===== src/rtl/fetch_pkg.sv =====
`default_nettype none
// ============================================================================
// Module      : fetch_pkg
// Description : Shared types and constants for the instruction-fetch front
//               end: data width, instruction size, the queue entry type
//               {pc, instr} and the fixed word byte-mask.
// Revision    : 1.0 - initial release
// ============================================================================
package fetch_pkg;

    localparam int XLEN        = 32;
    localparam int INSTR_BYTES = 4;

    localparam logic [3:0] IMEM_MASK_WORD = 4'b1111;

    // One buffered instruction together with the address it was fetched from.
    typedef struct packed {
        logic [XLEN-1:0] pc;
        logic [XLEN-1:0] instr;
    } fetch_entry_t;

endpackage : fetch_pkg
`default_nettype wire


===== src/rtl/fetch_queue_if.sv =====
`default_nettype none
// ============================================================================
// Module      : fetch_queue_if
// Description : Bundle of the fetch front-end control, instruction-memory
//               and decode-side signals.
//               master : the fetch unit (drives imem_* requests, dec_* head)
//               slave  : the surrounding core / memory / decode environment
// Ports       : stall, redirect, redirect_pc  - pipeline control
//               imem_request/we_re/mask/addr  - memory request
//               imem_valid/rdata              - memory response
//               dec_valid/instr/pc, dec_ready - decode handshake
// Revision    : 1.0 - initial release
// ============================================================================
interface fetch_queue_if #(
    parameter int XLEN = 32
);

    logic            stall;
    logic            redirect;
    logic [XLEN-1:0] redirect_pc;

    logic            imem_request;
    logic            imem_we_re;
    logic [3:0]      imem_mask;
    logic [XLEN-1:0] imem_addr;
    logic            imem_valid;
    logic [XLEN-1:0] imem_rdata;

    logic            dec_valid;
    logic [XLEN-1:0] dec_instr;
    logic [XLEN-1:0] dec_pc;
    logic            dec_ready;

    modport master (
        input  stall, redirect, redirect_pc, imem_valid, imem_rdata, dec_ready,
        output imem_request, imem_we_re, imem_mask, imem_addr,
               dec_valid, dec_instr, dec_pc
    );

    modport slave (
        output stall, redirect, redirect_pc, imem_valid, imem_rdata, dec_ready,
        input  imem_request, imem_we_re, imem_mask, imem_addr,
               dec_valid, dec_instr, dec_pc
    );

endinterface : fetch_queue_if
`default_nettype wire


===== src/rtl/fetch_fifo.sv =====
`default_nettype none
// ============================================================================
// Module      : fetch_fifo
// Description : Synchronous show-ahead FIFO of fetch_entry_t. The head entry
//               is visible combinationally whenever count is non-zero.
//               flush empties the FIFO and takes priority over push/pop.
// Ports       : clk, rst        - clock, synchronous active-high reset
//               push, push_data - write one entry
//               pop             - consume the head entry (ignored if empty)
//               flush           - discard all entries
//               head            - current head entry
//               count           - number of valid entries (0..DEPTH)
// Revision    : 1.0 - initial release
// ============================================================================
module fetch_fifo
    import fetch_pkg::*;
#(
    parameter  int DEPTH   = 4,
    localparam int c_ptr_w = $clog2(DEPTH),
    localparam int c_cnt_w = c_ptr_w + 1
) (
    input  wire logic               clk,
    input  wire logic               rst,
    input  wire logic               push,
    input  wire fetch_entry_t       push_data,
    input  wire logic               pop,
    input  wire logic               flush,
    output fetch_entry_t            head,
    output logic [c_cnt_w-1:0]      count
);

    localparam logic [c_cnt_w-1:0] c_full = c_cnt_w'(DEPTH);

    fetch_entry_t         r_mem [DEPTH];
    logic [c_ptr_w-1:0]   r_wr_ptr;
    logic [c_ptr_w-1:0]   r_rd_ptr;
    logic [c_cnt_w-1:0]   r_count;

    logic w_pop;
    logic w_full;

    assign w_pop  = pop && (r_count != '0);
    assign w_full = (r_count == c_full);

    // Storage has no reset; validity is carried entirely by r_count.
    always_ff @(posedge clk) begin
        if (push && !flush) begin
            r_mem[r_wr_ptr] <= push_data;
        end
    end

    // Pointers wrap naturally because DEPTH is a power of two.
    always_ff @(posedge clk) begin
        if (rst || flush) begin
            r_wr_ptr <= '0;
            r_rd_ptr <= '0;
            r_count  <= '0;
        end else begin
            if (push) begin
                r_wr_ptr <= r_wr_ptr + c_ptr_w'(1);
            end
            if (w_pop) begin
                r_rd_ptr <= r_rd_ptr + c_ptr_w'(1);
            end
            r_count <= r_count + c_cnt_w'(push) - c_cnt_w'(w_pop);
        end
    end

    // A push into a full FIFO is only legal when the head leaves in the same cycle.
    always_ff @(posedge clk) begin
        if (!rst && !flush) begin
            assert (!(push && w_full && !w_pop));
        end
    end

    assign head  = r_mem[r_rd_ptr];
    assign count = r_count;

endmodule : fetch_fifo
`default_nettype wire


===== src/rtl/fetch_queue.sv =====
`default_nettype none
// ============================================================================
// Module      : fetch_queue
// Description : Instruction-fetch front end. Owns the PC, issues pipelined
//               in-order word reads to instruction memory under a credit
//               limit of DEPTH (queued + outstanding), buffers responses
//               tagged with their PC ahead of decode, and handles stall and
//               branch redirect (flush + discard of in-flight responses).
// Ports       : clk  - clock
//               rst  - synchronous active-high reset
//               bus  - fetch_queue_if.master (control, imem, decode)
// Revision    : 1.0 - initial release
// ============================================================================
module fetch_queue
    import fetch_pkg::*;
#(
    parameter int              XLEN     = 32,
    parameter int              DEPTH    = 4,
    parameter logic [XLEN-1:0] RESET_PC = '0
) (
    input  wire logic     clk,
    input  wire logic     rst,
    fetch_queue_if.master bus
);

    localparam int                  c_cnt_w   = $clog2(DEPTH) + 1;
    localparam logic [c_cnt_w:0]    c_depth   = (c_cnt_w + 1)'(DEPTH);
    localparam logic [XLEN-1:0]     c_step    = XLEN'(INSTR_BYTES);

    logic [XLEN-1:0]    r_pc;
    logic [XLEN-1:0]    r_resp_pc;
    logic [c_cnt_w-1:0] r_outstanding;
    logic [c_cnt_w-1:0] r_drop;

    logic [c_cnt_w-1:0] w_count;
    logic [c_cnt_w:0]   w_credit_used;
    logic               w_issue;
    logic               w_dropping;
    logic               w_push;
    logic               w_pop;
    logic               w_dec_valid;
    logic [c_cnt_w-1:0] w_outstanding_after_resp;
    fetch_entry_t       w_head;
    fetch_entry_t       w_push_data;

    // Credits cover both buffered entries and requests still in flight, so
    // every response is guaranteed a free slot when it arrives.
    assign w_credit_used = {1'b0, w_count} + {1'b0, r_outstanding};
    assign w_issue       = !rst && !bus.stall && !bus.redirect && (w_credit_used < c_depth);

    assign w_dropping  = (r_drop != '0);
    assign w_push      = bus.imem_valid && !w_dropping && !bus.redirect;
    assign w_dec_valid = (w_count != '0);
    assign w_pop       = w_dec_valid && bus.dec_ready && !bus.redirect;

    // Outstanding count once this cycle's response (if any) is retired; on a
    // redirect every one of those is stale, including ones already being dropped.
    assign w_outstanding_after_resp = r_outstanding - c_cnt_w'(bus.imem_valid);

    assign w_push_data = '{pc: r_resp_pc, instr: bus.imem_rdata};

    always_ff @(posedge clk) begin
        if (rst) begin
            r_pc          <= RESET_PC;
            r_resp_pc     <= RESET_PC;
            r_outstanding <= '0;
            r_drop        <= '0;
        end else begin
            r_outstanding <= w_outstanding_after_resp + c_cnt_w'(w_issue);
            if (bus.redirect) begin
                r_pc      <= bus.redirect_pc;
                r_resp_pc <= bus.redirect_pc;
                r_drop    <= w_outstanding_after_resp;
            end else begin
                if (w_issue) begin
                    r_pc <= r_pc + c_step;
                end
                if (w_push) begin
                    r_resp_pc <= r_resp_pc + c_step;
                end
                if (bus.imem_valid && w_dropping) begin
                    r_drop <= r_drop - c_cnt_w'(1);
                end
            end
        end
    end

    fetch_fifo #(
        .DEPTH (DEPTH)
    ) u_fifo (
        .clk       (clk),
        .rst       (rst),
        .push      (w_push),
        .push_data (w_push_data),
        .pop       (w_pop),
        .flush     (bus.redirect),
        .head      (w_head),
        .count     (w_count)
    );

    assign bus.imem_request = w_issue;
    assign bus.imem_we_re   = 1'b0;
    assign bus.imem_mask    = IMEM_MASK_WORD;
    assign bus.imem_addr    = r_pc;

    // Head fields read as zero while empty so stale storage never leaks out.
    assign bus.dec_valid = w_dec_valid;
    assign bus.dec_instr = w_dec_valid ? w_head.instr : '0;
    assign bus.dec_pc    = w_dec_valid ? w_head.pc    : '0;

endmodule : fetch_queue
`default_nettype wire


===== src/flat_wrapper.sv =====
// flat-port wrapper written by rule: the top's interface ports become plain ports
module fetch_queue_flat import fetch_pkg::*;
#(
    parameter int              XLEN     = 32,
    parameter int              DEPTH    = 4,
    parameter logic [XLEN-1:0] RESET_PC = '0
)
  (clk, rst, bus_stall, bus_redirect, bus_redirect_pc, bus_imem_valid, bus_imem_rdata, bus_dec_ready, bus_imem_request, bus_imem_we_re, bus_imem_mask, bus_imem_addr, bus_dec_valid, bus_dec_instr, bus_dec_pc);
  fetch_queue_if #(.XLEN(XLEN)) bus_i ();
  input  wire logic clk;
  input  wire logic rst;
  input wire logic [$bits(bus_i.stall)-1:0] bus_stall;
  input wire logic [$bits(bus_i.redirect)-1:0] bus_redirect;
  input wire logic [$bits(bus_i.redirect_pc)-1:0] bus_redirect_pc;
  input wire logic [$bits(bus_i.imem_valid)-1:0] bus_imem_valid;
  input wire logic [$bits(bus_i.imem_rdata)-1:0] bus_imem_rdata;
  input wire logic [$bits(bus_i.dec_ready)-1:0] bus_dec_ready;
  output wire logic [$bits(bus_i.imem_request)-1:0] bus_imem_request;
  output wire logic [$bits(bus_i.imem_we_re)-1:0] bus_imem_we_re;
  output wire logic [$bits(bus_i.imem_mask)-1:0] bus_imem_mask;
  output wire logic [$bits(bus_i.imem_addr)-1:0] bus_imem_addr;
  output wire logic [$bits(bus_i.dec_valid)-1:0] bus_dec_valid;
  output wire logic [$bits(bus_i.dec_instr)-1:0] bus_dec_instr;
  output wire logic [$bits(bus_i.dec_pc)-1:0] bus_dec_pc;
  assign bus_i.stall = bus_stall;
  assign bus_i.redirect = bus_redirect;
  assign bus_i.redirect_pc = bus_redirect_pc;
  assign bus_i.imem_valid = bus_imem_valid;
  assign bus_i.imem_rdata = bus_imem_rdata;
  assign bus_i.dec_ready = bus_dec_ready;
  assign bus_imem_request = bus_i.imem_request;
  assign bus_imem_we_re = bus_i.imem_we_re;
  assign bus_imem_mask = bus_i.imem_mask;
  assign bus_imem_addr = bus_i.imem_addr;
  assign bus_dec_valid = bus_i.dec_valid;
  assign bus_dec_instr = bus_i.dec_instr;
  assign bus_dec_pc = bus_i.dec_pc;
  fetch_queue #(.XLEN(XLEN), .DEPTH(DEPTH), .RESET_PC(RESET_PC)) u_core (.clk(clk), .rst(rst), .bus(bus_i));
endmodule

===== config.mk =====
export PLATFORM = sky130hd
export DESIGN_NAME = fetch_queue_flat
export DESIGN_NICKNAME = d
export VERILOG_FILES = /design/src/rtl/fetch_pkg.sv /design/src/rtl/fetch_queue_if.sv /design/src/rtl/fetch_fifo.sv /design/src/rtl/fetch_queue.sv /design/src/flat_wrapper.sv
export SDC_FILE = /design/constraint.sdc
export NUM_CORES = 1
export LEC_CHECK = 0
export BUFFER_PORTS_ARGS = -buffer_cell sky130_fd_sc_hd__buf_2
export CORE_ASPECT_RATIO = 1.25
export CORE_MARGIN = 3
export CORE_UTILIZATION = 43
export CTS_CLUSTER_DIAMETER = 120
export DETAILED_ROUTE_END_ITERATION = 7
export GPL_TIMING_DRIVEN = 0
export PLACE_DENSITY_LB_ADDON = 0.3
export SKIP_LAST_GASP = 1
export SYNTH_ARGS = -nofsm -noshare
export SYNTH_HDL_FRONTEND = slang
export SYNTH_SLANG_ARGS = --single-unit

===== constraint.sdc =====
create_clock -name clk -period 3.1 [get_ports clk]
set_clock_uncertainty 0.1 [all_clocks]
set_input_delay 0 -clock clk [delete_from_list [all_inputs] [get_ports clk]]
set_output_delay 0 -clock clk [all_outputs]
set_load 0.05 [all_outputs]

==> results of run 1 <==
## layer usage
metal	wire length (um)	GRT usage, %	vias to the layer above
met5	0	0	-
met2	17500	34.7	391
met4	877	5.70	0
li1	-	-	4377
met1	14000	25.2	4708
met3	2390	3.15	57
## worst paths after layout
path | startpoint | to | cells past startpoint
worst max register to register | u_core.u_fifo.count[1] | u_core.r_outstanding[2] | 10
worst min-delay path | bus_imem_rdata[8] | u_core.u_fifo.r_mem[2][8] | 2
worst max-delay path | bus_redirect | u_core.r_resp_pc[30] | 9
worst min register to register | u_core.bus.imem_addr[1] | u_core.bus.imem_addr[1] | 2
## what timing repair did
item                                   4_1_cts  5_1_grt
gates resized for setup                      1        0
endpoints found under the hold margin      200        0
setup endpoints to repair                    3       21
pin swaps                                    1        1
buffers inserted                             1        2
hold buffers                                76        0
## cells by family (layout without fill, tap and decap cells)
family | after synthesis | count (layout) | synth area share (%)
adder cells (fa/ha/maj) | 17 | 17 | 1.54
flip-flops | 335 | 335 | 65.0
buffers and inverters | 80 | 389 | 2.31
AND/OR/NAND/NOR | 303 | 303 | 12.7
multiplexers | 66 | 66 | 10.2
AO/OA/AOI/OAI | 136 | 136 | 6.84
other | 2 | 5 | 0.0526
XOR/XNOR | 22 | 22 | 1.35
## final cells by class
type	count	area (sq um)	share of cell area (%)
Inverter	20	75.1	0.425
Tap cell	412	515	2.92
Sequential cell	335	9270	52.4
Buffer	59	251	1.42
Timing Repair Buffer	250	1730	9.78
Clock inverter	18	234	1.32
Clock buffer	42	902	5.10
Multi-Input combinational cell	549	4700	26.6
## through the flow
step / power, W / hold slack, ns
2_1_floorplan: 0.00581 / -0.00113
3_3_place_gp: 0.00612 / 0.113
3_5_place_dp: 0.00615 / 0.117
4_1_cts: 0.0104 / 0.111
5_1_grt: 0.0107 / 0.137
6_report: 0.0103 / 0.141
## synth_stat cells (5+ instances only)
master,n
a211oi_1,10
a21boi_0,7
a21oi_1,11
a31oi_1,18
and2_1,79
and3_1,7
and4_1,10
buf_2,9
buf_4,5
clkbuf_1,43
dfxtp_1,79
edfxtp_1,256
ha_1,16
inv_1,18
mux4_2,64
nand2_1,36
nand3_1,35
nand4_1,23
nor2_1,26
nor2b_1,5
nor3_1,8
nor4_1,19
o211ai_1,5
o21a_1,15
o21ai_0,10
o21ai_1,11
o221ai_1,5
o31a_1,17
o31ai_1,6
or3_1,9
or4_1,13
or4b_1,6
xnor2_1,10
xor2_1,12
## power groups by stage
stage	logic, W	registers (W)	clock network (W)
after floorplan	0.000545	0.00527	0
after global placement	0.000907	0.00521	0
after detailed placement	0.000928	0.00522	0
after CTS	0.00102	0.00512	0.00428
after global routing	0.00109	0.00515	0.00446
final	0.00102	0.00513	0.00418
## state kept, by name, summed over array words and instances, names as in the netlist, named ones only
signal                  flops
u_core.u_fifo.r_mem       256
u_core.r_drop               3
u_core.u_fifo.r_wr_ptr      2
u_core.u_fifo.count         3
u_core.u_fifo.r_rd_ptr      2
u_core.r_resp_pc           32
u_core.bus.imem_addr       32
u_core.r_outstanding        3
## worst max-delay path, cell delays in order
cell and delay, ns:
dlygate4sd3_1 0.52, buf_2 0.12, clkbuf_1 0.43, clkbuf_1 0.60
nor3_1 0.16, a22oi_1 0.22, dlygate4sd3_1 0.58, nand3_1 0.08
dlygate4sd3_1 0.56
==> flow_summary.toml, run 1 <==
[power_and_ir_drop]
power_density_nw_per_um2 = 584
swShare_pct = 23.8
p_int_w = 0.00787
ir_worst_vdd_v = 0.000424
clock_power_share_pct = 40.5
seq_power_share_pct = 49.7
p_comb_share_pct = 9.8
power.switching_w = 0.00246
power.leakage_nw = 6.19

[placed_design]
hpwl_um = 23300
dp.cells = 1547
place_area_sq_um = 15800
place_congestion = 0.938
dp_slack_ns = -0.0804
portBuffers = 167

[sta]
setup_viol = 0
fmax_mhz = 334
worst_slack_ns = 0.109
hold_viol_final = 0
tns_ns = 0
rsz0062_at_grt = "no"
fin_crit_sh_pct = 96.5
finalCriticalPeriod_ns = 2.99
slew_viol_final = 0
worst_pin_slew_ns = 0.799
slew_headroom_pct = 46.2

[worst_setup_path]
startpoint_type = "input port"
path_max_fanout = 10
cp.arrival_ns = 3.28
rrSetupSlack_ns = 0.13
worstPathRequired_ns = 3.39
crit_path_end_kind = "register"
crit_type = "in -> reg"

[cells_and_area]
post_route_cells_drive_above_1_share_pct = 24.9
fill_cells = 2620
final_cell_mix = "edfxtp_1 (256), buf_2 (176), dfxtp_1 (79)"
finalNonFillerCells = 1685
nets = 1337
antennaDiodeCount = 0
final_common_cell = "edfxtp_1"
fin_util_pct = 54.8
stdcell_area_sq_um = 17700
syn_to_final_growth_pct = 23.9

[grt]
grt_pass1_vias = 9807
grt_use_total_pct = 19.7
overflow = 0
grt_pass1_wl_um = 54600
antenna_found_initial = 0
grt_max_degree = 43

[synth]
synth.top_cell.area_share_pct = 53.9
synth_seq_cells = 335
synth-edff-count = 256
syn-cell-area_sq_um = 14300
ys_types = 65
synth-async-reset-ratio_pct = 0
synthTopCellsByArea = "edfxtp_1 (54%), dfxtp_1 (11%), mux4_2 (10%)"
synth_cells = 961
yosys_warnings = 0
synth_area_leader_cell = "edfxtp_1"
ys.flop_type = "edfxtp_1"
synth_area_per_cell_sq_um = 14.8
ys_seq_area_share_pct = 65.0

[worst_hold_path]
hold_class = "in -> reg"

[run]
cap_violations = 0

[drt]
drt-wirelength-per-cell_um = 20.7
ant_nets = 0
dr_total_vias = 9533
drc_errors = 0
wl_um = 34800
via_per_inst = 5.66
drt_iter0_markers = 629
firstDrtPassIters = 6

[clock_tree]
clock-sinks = 335
htreeDepth = 2
cts_buffers = 35
tritoncts = "yes"
root_buffer = "clkbuf_16"
worstSkewPairLatency_ns = 0.52
clockBufferDepth = 3
clk_pin_slew_ns = 0.06

[floorplan]
rows = 73
fp.dieArea_sq_um = 35400
die_x_um = 169
die_h_um = 210
core-area_sq_um = 32200
start_util_pct = 44.3
ios = 173

[status]
status = "finished, final reports clean"
No activity file was read; power rests on OpenSTA's default activity.
==> run 2: changes to the inputs <==
- PLACE_DENSITY_LB_ADDON: 0.3 -> not set
- clock period: 3.1 -> 2.6 ns (I/O delays scaled with it)
==> run 2 against run 1 <==
  * Cell count shrank 0.12%
  * Register-to-register slack better by 0.02 ns
  * Final area is 0.11% higher
  * Critical path type is now reg -> out
  * Largest cell class unchanged
  * Largest power group unchanged
  * Highest routed layer unchanged
==> flow_summary.toml, run 2 (synthesis results as in run 1) <==
[status]
status = "finished, final reports clean"

[sta]
rsz0062_at_grt = "yes"
worst_slack_ns = 0.0306
finalCriticalPeriod_ns = 2.57
slew_viol_final = 0
hold_viol_final = 0
slew_headroom_pct = 38.5
tns_ns = 0
fin_crit_sh_pct = 98.8
fmax_mhz = 389
hold_ws_ns = 0.145
setup_viol = 0
worst_pin_slew_ns = 0.914

[cells_and_area]
finalNonFillerCells = 1683
nets = 1334
final_common_cell = "edfxtp_1"
post_route_cells_drive_above_1_share_pct = 26.4
largest_reg_flops = 256
antennaDiodeCount = 0
syn_to_final_growth_pct = 24.0
fill_cells = 2652
final_cell_mix = "edfxtp_1 (256), buf_2 (172), dfxtp_1 (78)"
top_register = "u_core.u_fifo.r_mem"

[grt]
antenna_found_initial = 0
grt_use_total_pct = 19.6
grt_pass1_vias = 9604
grt_max_degree = 51
overflow = 0
grt_pass1_wl_um = 54000

[power_and_ir_drop]
seq_power_share_pct = 50.2
p_comb_share_pct = 10.0
clock_power_share_pct = 39.9
ir_worst_vdd_v = 0.000485
finalPower_w = 0.0122
power.leakage_nw = 6.23
power_density_nw_per_um2 = 689
p_int_w = 0.00926
swShare_pct = 24.1
power.switching_w = 0.00293

[floorplan]
die_x_um = 169
ios = 173
core-area_sq_um = 32200
fp.dieArea_sq_um = 35400
start_util_pct = 44.3
die_h_um = 210
rows = 73

[clock_tree]
tritoncts = "yes"
cts_buffers = 35
root_buffer = "clkbuf_16"
clockBufferDepth = 3
htreeDepth = 2
clk_pin_slew_ns = 0.06
worstSkewPairLatency_ns = 0.52
clock-sinks = 335

[worst_setup_path]
cp_slowest_cell = "nor4_4"
path_max_fanout = 11
crit_type = "reg -> out"
startpoint_type = "register"
path_cells = "ha_1 > nor4_4 > nand3_4 > inv_2 > buf_2 > clkbuf_4"
crit_buf_inv = 3
worst_path_largest_cell_delay_ns = 0.38
crit_path_end_kind = "output pin"
worstPathRequired_ns = 2.50
path_delay_family = "buffers and inverters"
cp.arrival_ns = 2.47

[drt]
via_per_inst = 5.64
wl_um = 35600
drt_iter0_markers = 707
dr_total_vias = 9488
drt-wirelength-per-cell_um = 21.1
ant_nets = 0
firstDrtPassIters = 7
drc_errors = 0

[placed_design]
portBuffers = 167
place_congestion = 0.928
hpwl_um = 23500
dp.cells = 1547
dp_slack_ns = -0.486

[run]
cap_violations = 0

[worst_hold_path]
hold_class = "in -> reg"
## run 2: changes by cell type in the layout (fill, tap and decap cells not counted), sizes merged
| cell | change |
|---|---|
| clkinv | +5 |
| clkbuf | +2 |
| dlygate4sd3 | -3 |
| buf | -1 |
| clkinvlp | -2 |
| and2 | +2 |
| inv | -1 |
| bufinv | -4 |
## run 2: final timing paths
| check | slack [ns] | to | startpoint | cells past startpoint |
|---|---|---|---|---|
| setup / recovery | 0.03 | bus_imem_request | u_core.u_fifo.count[2] | 6 |
| hold / removal | 0.14 | u_core.u_fifo.r_mem[1][3] | bus_imem_rdata[3] | 2 |
| setup reg to reg | 0.15 | u_core.u_fifo.r_mem[2][4] | u_core.r_drop[0] | 6 |
| hold reg to reg | 0.36 | u_core.bus.imem_addr[0] | u_core.bus.imem_addr[0] | 2 |
## run 2: per-layer routing
layer	wire, um	up-vias	global-route usage (%)
met5	0	-	0
met4	1110	0	7.23
met3	2160	76	2.96
met2	17800	376	33.9
met1	14500	4658	25.1
li1	-	4378	-
## run 2: cell type report
class                      instances  area, sq um  area share [%]
sequential                       335         9270            52.4
buffer                            57          265            1.50
clock buffer                      45         1020            5.75
inverter                          20         75.1           0.424
tap                              412          515            2.91
timing repair buffer             247         1700            9.62
clock inverter                    16          111           0.629
multi-input combinational        551         4740            26.8
## run 2: timing repair
action	4_1_cts	5_1_grt
hold buffers	73	0
pin swaps	1	3
cloned	0	2
endpoints found under the hold margin	200	0
endpoints found under the setup margin	78	215
gates resized for setup	14	11
buffers inserted	1	2
## run 2: power by group through the flow
stage	combinational, W	sequential, W	clock [W]
final	0.00122	0.00611	0.00486
after detailed placement	0.00111	0.00622	0
after global placement	0.00108	0.00622	0
after CTS	0.00121	0.00611	0.00501
after global routing	0.00131	0.00613	0.00520
after floorplan	0.000650	0.00628	0
## run 2: metrics by stage
| stage | area [sq um] | util, % |
|---|---|---|
| final | 17700 | 54.9 |
| after detailed placement | 15800 | 48.9 |
| after floorplan | 14300 | - |
| after global routing | 17700 | 54.9 |
| after global placement | 15600 | 48.5 |
| after CTS | 17600 | 54.7 |
==> run 3: changes to the inputs <==
- RECOVER_POWER: not set -> 25
==> run 3 against run 2 <==
  * Final area is 0.23% lower
  * Sequential power about the same
  * Hold slack better by 0.046 ns
  * Sequential cell count unchanged
  * Clock power is essentially flat
  * Maximum frequency about the same
  * Critical path depth unchanged
  * Total power is essentially flat
  * Clock-buffer cell count is the same
==> flow_summary.toml, run 3 (synthesis results as in run 1) <==
[status]
status = "finished, final reports clean"

[worst_setup_path]
ff2ff_path_depth = 6
rrSetupSlack_ns = 0.15
path_max_fanout = 11
rr_endpoint = "u_core.u_fifo.r_mem[2][12]"
crit_type = "reg -> out"
r2r-start = "u_core.r_drop[0]"
crit_path_end_kind = "output pin"
cp.arrival_ns = 2.47
startpoint_type = "register"
worstPathRequired_ns = 2.50

[cells_and_area]
top_register = "u_core.u_fifo.r_mem"
final_common_cell = "edfxtp_1"
final_cell_mix = "edfxtp_1 (256), buf_2 (140), dfxtp_1 (78)"
nets = 1334
syn_to_final_growth_pct = 23.7
stdcell_area_sq_um = 17700
finalNonFillerCells = 1683
largest_reg_flops = 256
post_route_cells_drive_above_1_share_pct = 23.9
antennaDiodeCount = 0

[drt]
firstDrtPassIters = 5
via_per_inst = 5.66
wl_um = 35500
dr_total_vias = 9526
ant_nets = 0
drc_errors = 0
drt-wirelength-per-cell_um = 21.1
drt_iter0_markers = 744

[clock_tree]
worstSkewPairLatency_ns = 0.52
clockBufferDepth = 3
htreeDepth = 2
cts_buffers = 35
clock-sinks = 335
clk_pin_slew_ns = 0.06
tritoncts = "yes"
root_buffer = "clkbuf_16"

[power_and_ir_drop]
power.leakage_nw = 6.14
ir_worst_vdd_v = 0.000483
power_density_nw_per_um2 = 690

[sta]
slew_headroom_pct = 39.1
setup_viol = 0
fin_crit_sh_pct = 98.9
hold_viol_final = 0
finalCriticalPeriod_ns = 2.57
worst_pin_slew_ns = 0.905
fmax_mhz = 389
slew_viol_final = 0
rsz0062_at_grt = "yes"

[floorplan]
die_h_um = 210
start_util_pct = 44.3
core-area_sq_um = 32200
ios = 173
fp.dieArea_sq_um = 35400
die_x_um = 169
rows = 73

[worst_hold_path]
hold_end = "u_core.u_fifo.r_mem[3][4]"
hold_class = "in -> reg"
hold_path_depth = 2
worstHoldStart = "bus_imem_rdata[4]"

[placed_design]
hpwl_um = 23500
place_area_sq_um = 15800
place_congestion = 0.928
portBuffers = 167
dp.cells = 1547

[grt]
antenna_found_initial = 0
grt_pass1_wl_um = 54000
grt_pass1_vias = 9604
grt_max_degree = 51
grt_use_total_pct = 19.6
overflow = 0

[run]
cap_violations = 0
-- run 3: stage by stage --
| step | setup WS [ns] | util (%) | TNS, ns | hold WS, ns | total power, W |
|---|---|---|---|---|---|
| 6_report | 0.0290 | 54.8 | 0 | 0.191 | 0.0122 |
| 5_1_grt | -0.0742 | 54.8 | -1.27 | 0.208 | 0.0126 |
| 4_1_cts | -0.128 | 54.7 | -0.128 | 0.110 | 0.0123 |
| 3_5_place_dp | -0.486 | 48.9 | -3.23 | 0.119 | 0.00733 |
| 3_3_place_gp | -0.754 | 48.5 | -189.14 | 0.114 | 0.00730 |
| 2_1_floorplan | 0.0999 | - | 0 | -0.00113 | 0.00693 |
-- run 3: timing repair --
| action | 4_1_cts | 5_1_grt |
|---|---|---|
| gates resized for setup | 14 | 11 |
| hold endpoints to repair | 200 | 0 |
| pin swaps | 1 | 3 |
| gates cloned | 0 | 2 |
| hold buffers | 73 | 0 |
| setup endpoints to repair | 78 | 215 |
| buffers inserted | 1 | 2 |
-- run 3: cell type report --
| type | count | area, sq um |
|---|---|---|
| Inverter | 20 | 75.1 |
| Clock buffer | 45 | 1020 |
| Sequential cell | 335 | 9270 |
| Tap cell | 412 | 515 |
| Multi-Input combinational cell | 551 | 4740 |
| Timing Repair Buffer | 247 | 1660 |
| Buffer | 57 | 265 |
| Clock inverter | 16 | 111 |
| Fill cell | 2671 | 14600 |
-- run 3: worst max path at each step --
stage	from	to	cells past startpoint
2_1_floorplan	u_core.u_fifo.count[2]	u_core.r_outstanding[1]	9
3_3_place_gp	bus_imem_valid	u_core.u_fifo.r_mem[0][10]	5
3_5_place_dp	u_core.u_fifo.count[1]	u_core.r_outstanding[2]	10
4_1_cts	u_core.u_fifo.count[1]	bus_imem_request	6
5_1_grt	register	bus_dec_instr[25]	4
6_report	u_core.u_fifo.count[2]	bus_imem_request	6
-- run 3: report_power, final --
part / switching (W) / total (W) / internal (W)
clock network: 0.00199 / 0.00486 / 0.00286
registers: 0.000166 / 0.00611 / 0.00595
logic: 0.000771 / 0.00121 / 0.000438
total: 0.00293 / 0.0122 / 0.00925
-- run 3: per-layer routing --
layer  vias up  track usage (%)  share of wire, %
li1       4381                -                 -
met1      4693             25.1                40
met2       376             33.9                50
met3        76             2.96               6.1
met4         0             7.23               3.1
met5         -                0                 0
-- run 3: critical path, stage by stage (launching register included) --
cell and delay, ns:
dfxtp_1 0.34, ha_1 0.25, nor4_4 0.38, nand3_4 0.24, inv_2 0.18, buf_2 0.28, clkbuf_4 0.29
